==> src/rtl/cnn_stream_packer_if.sv <==
// Stream bundle between a word producer, the packer, and a wide-beat consumer.
// The producer/consumer side uses master; the packer uses slave.
interface cnn_stream_packer_if #(
  parameter int IN_W  = 64,
  parameter int OUT_W = 512
);
  localparam int RATIO = OUT_W / IN_W;

  logic              in_valid;
  logic              in_ready;
  logic [IN_W-1:0]   in_bits;
  logic              in_last;
  logic              out_valid;
  logic              out_ready;
  logic [OUT_W-1:0]  out_data;
  logic [RATIO-1:0]  out_keep;
  logic              out_last;

  modport master (
    output in_valid, in_bits, in_last, out_ready,
    input  in_ready, out_valid, out_data, out_keep, out_last
  );

  modport slave (
    input  in_valid, in_bits, in_last, out_ready,
    output in_ready, out_valid, out_data, out_keep, out_last
  );
endinterface

==> src/rtl/cnn_stream_packer.sv <==
// Packs IN_W-bit words into OUT_W-bit beats, lane 0 first, with frame tracking.
// One-cycle latency from the completing word to out_valid; stalls input only while a beat waits.
module cnn_stream_packer #(
  parameter int IN_W        = 64,
  parameter int OUT_W       = 512,
  parameter int FRAME_BEATS = 64
) (
  input  logic                  clock,
  input  logic                  reset,
  cnn_stream_packer_if.slave    bus,
  output logic [15:0]           frames_done
);
  localparam int RATIO  = OUT_W / IN_W;
  localparam int LANE_W = (RATIO > 1) ? $clog2(RATIO) : 1;
  localparam int BEAT_W = (FRAME_BEATS > 1) ? $clog2(FRAME_BEATS) : 1;
  localparam int STG_W  = (RATIO > 1) ? (RATIO - 1) * IN_W : IN_W;

  if ((OUT_W % IN_W) != 0 || RATIO < 2 || FRAME_BEATS < 1) begin : g_bad_params
    $error("cnn_stream_packer: illegal IN_W/OUT_W/FRAME_BEATS combination");
  end

  logic [LANE_W-1:0] lane_q, lane_d;
  logic [STG_W-1:0]  stage_q, stage_d;
  logic [BEAT_W-1:0] beat_q, beat_d;
  logic              out_valid_q, out_valid_d;
  logic [OUT_W-1:0]  out_data_q, out_data_d;
  logic [RATIO-1:0]  out_keep_q, out_keep_d;
  logic              out_last_q, out_last_d;
  logic [15:0]       frames_q, frames_d;

  logic              in_rdy, in_fire, out_fire, beat_done, beat_last;
  logic [OUT_W-1:0]  stage_ext, beat_data;
  logic [RATIO-1:0]  beat_keep;

  assign in_rdy    = !out_valid_q || bus.out_ready;
  assign in_fire   = bus.in_valid && in_rdy;
  assign out_fire  = out_valid_q && bus.out_ready;
  assign beat_done = in_fire && (lane_q == LANE_W'(RATIO - 1) || bus.in_last);
  assign beat_last = (beat_q == BEAT_W'(FRAME_BEATS - 1)) || bus.in_last;
  assign stage_ext = {{IN_W{1'b0}}, stage_q};

  // Lanes below the current one come from staging, the current lane is the live word.
  always_comb begin
    beat_data = '0;
    beat_keep = '0;
    for (int k = 0; k < RATIO; k++) begin
      if (LANE_W'(k) < lane_q) begin
        beat_data[k*IN_W +: IN_W] = stage_ext[k*IN_W +: IN_W];
      end else if (LANE_W'(k) == lane_q) begin
        beat_data[k*IN_W +: IN_W] = bus.in_bits;
      end
      beat_keep[k] = (LANE_W'(k) <= lane_q);
    end
  end

  always_comb begin
    lane_d      = lane_q;
    stage_d     = stage_q;
    beat_d      = beat_q;
    out_valid_d = out_valid_q;
    out_data_d  = out_data_q;
    out_keep_d  = out_keep_q;
    out_last_d  = out_last_q;
    frames_d    = frames_q;

    if (in_fire && !beat_done) begin
      lane_d = lane_q + 1'b1;
      for (int k = 0; k < RATIO - 1; k++) begin
        if (lane_q == LANE_W'(k)) begin
          stage_d[k*IN_W +: IN_W] = bus.in_bits;
        end
      end
    end

    if (beat_done) begin
      lane_d      = '0;
      beat_d      = beat_last ? '0 : beat_q + 1'b1;
      out_valid_d = 1'b1;
      out_data_d  = beat_data;
      out_keep_d  = beat_keep;
      out_last_d  = beat_last;
    end else if (out_fire) begin
      out_valid_d = 1'b0;
    end

    if (out_fire && out_last_q) begin
      frames_d = frames_q + 16'd1;
    end
  end

  always_ff @(posedge clock or posedge reset) begin
    if (reset) begin
      lane_q      <= '0;
      stage_q     <= '0;
      beat_q      <= '0;
      out_valid_q <= 1'b0;
      out_data_q  <= '0;
      out_keep_q  <= '0;
      out_last_q  <= 1'b0;
      frames_q    <= '0;
    end else begin
      lane_q      <= lane_d;
      stage_q     <= stage_d;
      beat_q      <= beat_d;
      out_valid_q <= out_valid_d;
      out_data_q  <= out_data_d;
      out_keep_q  <= out_keep_d;
      out_last_q  <= out_last_d;
      frames_q    <= frames_d;
    end
  end

  assign bus.in_ready  = in_rdy;
  assign bus.out_valid = out_valid_q;
  assign bus.out_data  = out_data_q;
  assign bus.out_keep  = out_keep_q;
  assign bus.out_last  = out_last_q;
  assign frames_done   = frames_q;
endmodule
==> src/flat_wrapper.sv <==
// flat-port wrapper written by rule: the top's interface ports become plain ports
module cnn_stream_packer_flat 
#(
  parameter int IN_W        = 64,
  parameter int OUT_W       = 512,
  parameter int FRAME_BEATS = 64
)
  (clock, reset, frames_done, bus_in_valid, bus_in_bits, bus_in_last, bus_out_ready, bus_in_ready, bus_out_valid, bus_out_data, bus_out_keep, bus_out_last);
  cnn_stream_packer_if #(.IN_W(IN_W), .OUT_W(OUT_W)) bus_i ();
  input  logic clock;
  input  logic reset;
  output logic [15:0] frames_done;
  input wire logic [$bits(bus_i.in_valid)-1:0] bus_in_valid;
  input wire logic [$bits(bus_i.in_bits)-1:0] bus_in_bits;
  input wire logic [$bits(bus_i.in_last)-1:0] bus_in_last;
  input wire logic [$bits(bus_i.out_ready)-1:0] bus_out_ready;
  output wire logic [$bits(bus_i.in_ready)-1:0] bus_in_ready;
  output wire logic [$bits(bus_i.out_valid)-1:0] bus_out_valid;
  output wire logic [$bits(bus_i.out_data)-1:0] bus_out_data;
  output wire logic [$bits(bus_i.out_keep)-1:0] bus_out_keep;
  output wire logic [$bits(bus_i.out_last)-1:0] bus_out_last;
  assign bus_i.in_valid = bus_in_valid;
  assign bus_i.in_bits = bus_in_bits;
  assign bus_i.in_last = bus_in_last;
  assign bus_i.out_ready = bus_out_ready;
  assign bus_in_ready = bus_i.in_ready;
  assign bus_out_valid = bus_i.out_valid;
  assign bus_out_data = bus_i.out_data;
  assign bus_out_keep = bus_i.out_keep;
  assign bus_out_last = bus_i.out_last;
  cnn_stream_packer #(.IN_W(IN_W), .OUT_W(OUT_W), .FRAME_BEATS(FRAME_BEATS)) u_core (.clock(clock), .reset(reset), .bus(bus_i), .frames_done(frames_done));
endmodule
==> config.mk <==
export PLATFORM = sky130hd
export DESIGN_NAME = cnn_stream_packer_flat
export DESIGN_NICKNAME = d
export VERILOG_FILES = /design/src/rtl/cnn_stream_packer_if.sv /design/src/rtl/cnn_stream_packer.sv /design/src/flat_wrapper.sv
export SDC_FILE = /design/constraint.sdc
export NUM_CORES = 2
export LEC_CHECK = 0
export CAP_MARGIN = 30
export CORE_MARGIN = 3
export CORE_UTILIZATION = 40
export CTS_CLUSTER_SIZE = 8
export DETAILED_ROUTE_END_ITERATION = 7
export PLACE_DENSITY = 0.71
export SETUP_SLACK_MARGIN = 0.15
export SYNTH_ARGS = -nofsm -noshare
export SYNTH_HDL_FRONTEND = slang
export SYNTH_SLANG_ARGS = --single-unit
==> constraint.sdc <==
create_clock -name clock -period 52.6 [get_ports clock]
set_input_delay 15.78 -clock clock [delete_from_list [all_inputs] [get_ports clock]]
set_output_delay 15.78 -clock clock [all_outputs]
set_load 0.005 [all_outputs]
==> flow_summary.ini <==
[floorplan]
die-area_um2 = 105800
die_w_um = 325.3
initial_core_util_pct = 40.55
fp.dieH_um = 325.3
rows = 116
core_area_um2 = 100600
ios = 608

[sta]
max_freq_mhz = 30.24
worst_clock_skew_ns = 0.02955
worst_pin_slew_ns = 1.204
rsz0062_at_grt = no
fin_setup_tns_ns = 0
holdWs_ns = 0.4742
finalHoldViolations = 0
slew_headroom_pct = 19.76
period_needed_ns = 33.07
min_period_over_period_pct = 62.86
finalSetupViolCount = 0
drv_slew = 0

[logic_synthesis]
synth.distinct_cells = 38
async_flop_share_pct = 100.0
syn_area_um2 = 40790
yosys_warnings = 0
ys_ff_latch = 995
syn-num-nets = 3662
synth_flop_cell = dfrtp_1
synth_edf_count = 0
ys_seq_area_share_pct = 61.04
netlist_instances = 3587
syn_avg_cell_area_um2 = 11.37

[power_and_ir_drop]
combPwrFrac_pct = 22.3
p_seq_share_pct = 44.1
vdd_drop_max_uv = 24.00
p_per_area_nw_per_um2 = 47.30
clkPwrFrac_pct = 33.7
p_sw_uw = 711.0
swShare_pct = 28.95
power_leakage_uw = 0.02243
intPower_uw = 1745

[cts]
cts_tree = yes
holdBufCountCts = 0
clockBufferDepth = 3
path_clk_slew_ns = 0.05
postCtsSetupBuffers = 0
cts_root_buffer = clkbuf_16
numCtsBuffers = 143
clk_latency_ns = 0.74
cts_htree_levels = 4
clock_sinks = 995
cts_resized = 0

[route]
routed_wl_mm = 133.4
drc_errors = 0
ant_nets = 0
drtIter0Drc = 2481
avgRoutedWirePerCell_um = 24.60
vias = 31180
routed_via_density = 5.750
firstDrtPassIters = 5

[place]
place_hpwl_mm = 79.46
place_area_um2 = 47840
dp_cells = 5252
gp_congestion = 0.7871
portBuffers = 607

[worst_setup_path]
slowest_delay_ns = 0.55
crit_type = input pin to primary output
critical_path.top_delay_family = buffers and inverters
cp.arrival_ns = 17.29
path_buf_inv = 3
worstPathRequired_ns = 36.82
startpoint_type = input pin
critPathCaptureType = primary output
slowest_stage = clkdlybuf4s50_1
cp_common_cell = clkdlybuf4s50_1
worstPathMaxFanout = 6
crit_chain = clkdlybuf4s50_1 > and2b_1 > inv_1 > clkdlybuf4s50_1

[finish]
layout.cells.non_filler = 5422
layout.nets = 4121
synthToLayoutAreaGrowth_pct = 27.30
final_area_um2 = 51920
drive_gt1_share_pct = 17.07
num-fill-cells = 8637
diodes = 0

[job]
maxCapViolCount = 0

[status]
outcome = finished, final reports clean

[min_path]
hold_path_class = register to register

[grt]
grt_max_degree = 239
grt_usage_pct = 24.95
grt_pass1_vias = 31330
antenna_found_initial = 1
overflow = 0
grt_pass1_wl_mm = 202.4
## cells in the mapped netlist, types with 6 or more instances
cell      instances  share of area (%)
xnor2_1          11               0.24
mux2_2          446                 12
inv_1             6              0.055
buf_2            99                1.2
a31oi_1         258                4.0
clkbuf_1        229                2.1
a22o_1           66                1.4
a221oi_1        192                4.1
buf_1             9              0.083
nor2_1          648                6.0
nand2_1         283                2.6
o21ai_0          12               0.15
nand3_1         267                3.3
dfrtp_1         995                 61
and3_1            7               0.11
buf_6            12               0.33
ha_1              6               0.18
## worst paths after layout
kind / cells after the start / to / slack, ns / from
worst max-delay path: 4 / bus_in_ready / 19.53 / bus_out_ready
worst min-delay path: 1 / u_core.bus.out_keep[7]$_DFFE_PP0P_ / 0.47 / u_core.bus.out_keep[7]$_DFFE_PP0P_
worst max register to register: 8 / u_core.bus.out_data[204]$_DFFE_PP0P_ / 48.13 / u_core.lane_q[0]$_DFFE_PP0P_
worst min register to register: 1 / u_core.bus.out_keep[7]$_DFFE_PP0P_ / 0.47 / u_core.bus.out_keep[7]$_DFFE_PP0P_
max in group asynchronous: 6 / u_core.stage_q[154]$_DFFE_PP0P_ / 33.95 / reset
min in group asynchronous: 2 / u_core.bus.out_data[500]$_DFFE_PP0P_ / 15.33 / reset
## cell families (layout without fill, tap and decap cells)
family                   after synthesis  in the layout  synth area share (%)
AND/OR/NAND/NOR                     1230           1230                 12.46
flip-flops                           995            995                 61.04
AO/OA/AOI/OAI                        536            536                 9.779
multiplexers                         450            450                 12.42
buffers and inverters                355            833                 3.791
XOR/XNOR                              15             15                0.3221
adder cells (fa/ha/maj)                6              6                0.1840
## power groups by stage
stage               clock network (uW)  logic [uW]  registers [uW]
finish                             827         546            1080
global route                       874         593            1100
CTS                                843         551            1080
detailed placement                   0         548            1090
global placement                     0         530            1080
floorplan                            0         276            1070
## per-layer routing
layer	share of wire, %	track usage, %
met1	40	31.81
met2	48	40.69
met3	8.0	6.240
met4	3.8	10.19
met5	0	0
## flip-flops by register name, summed over array words and instances (netlist names)
register,count
u_core.bus.out_data,512
u_core.stage_q,448
u_core.frames_done,16
u_core.bus.out_keep,8
u_core.beat_q,6
u_core.lane_q,3
u_core.bus.out_last,1
u_core.bus.out_valid,1
## per-stage QoR
stage	power, uW	util [%]	setup WS (ns)
final	2456	51.62	19.53
after global routing	2571	51.62	19.46
after CTS	2474	51.47	19.53
after detailed placement	1637	47.57	19.54
after global placement	1609	47.32	19.55
after floorplan	1344	-	8.826
## layout make-up
class | count | area (um2) | area share (%)
clock inverters | 14 | 265.3 | 0.5109
well taps | 1357 | 1698 | 3.270
multi-input cells | 2237 | 14520 | 27.96
repair buffers | 663 | 6849 | 13.19
flip-flops and latches | 995 | 24910 | 47.97
inverters | 6 | 30.03 | 0.05783
clock buffers | 150 | 3657 | 7.044
## layout by cell type, fill, tap and decap left out, types with 5 or more instances in the layout
cell               n
a221oi_1         192
a22o_1            66
a31oi_1          258
buf_12             9
buf_16            12
buf_4             35
clkbuf_16        145
clkdlybuf4s50_1  607
clkinv_16          5
dfrtp_1          993
inv_1              5
mux2_2           446
nand2_1          278
nand2_4            7
nand3_1          266
nor2_1           646
o21ai_0           12
xnor2_1           11
(Power assumes the default switching activity.)
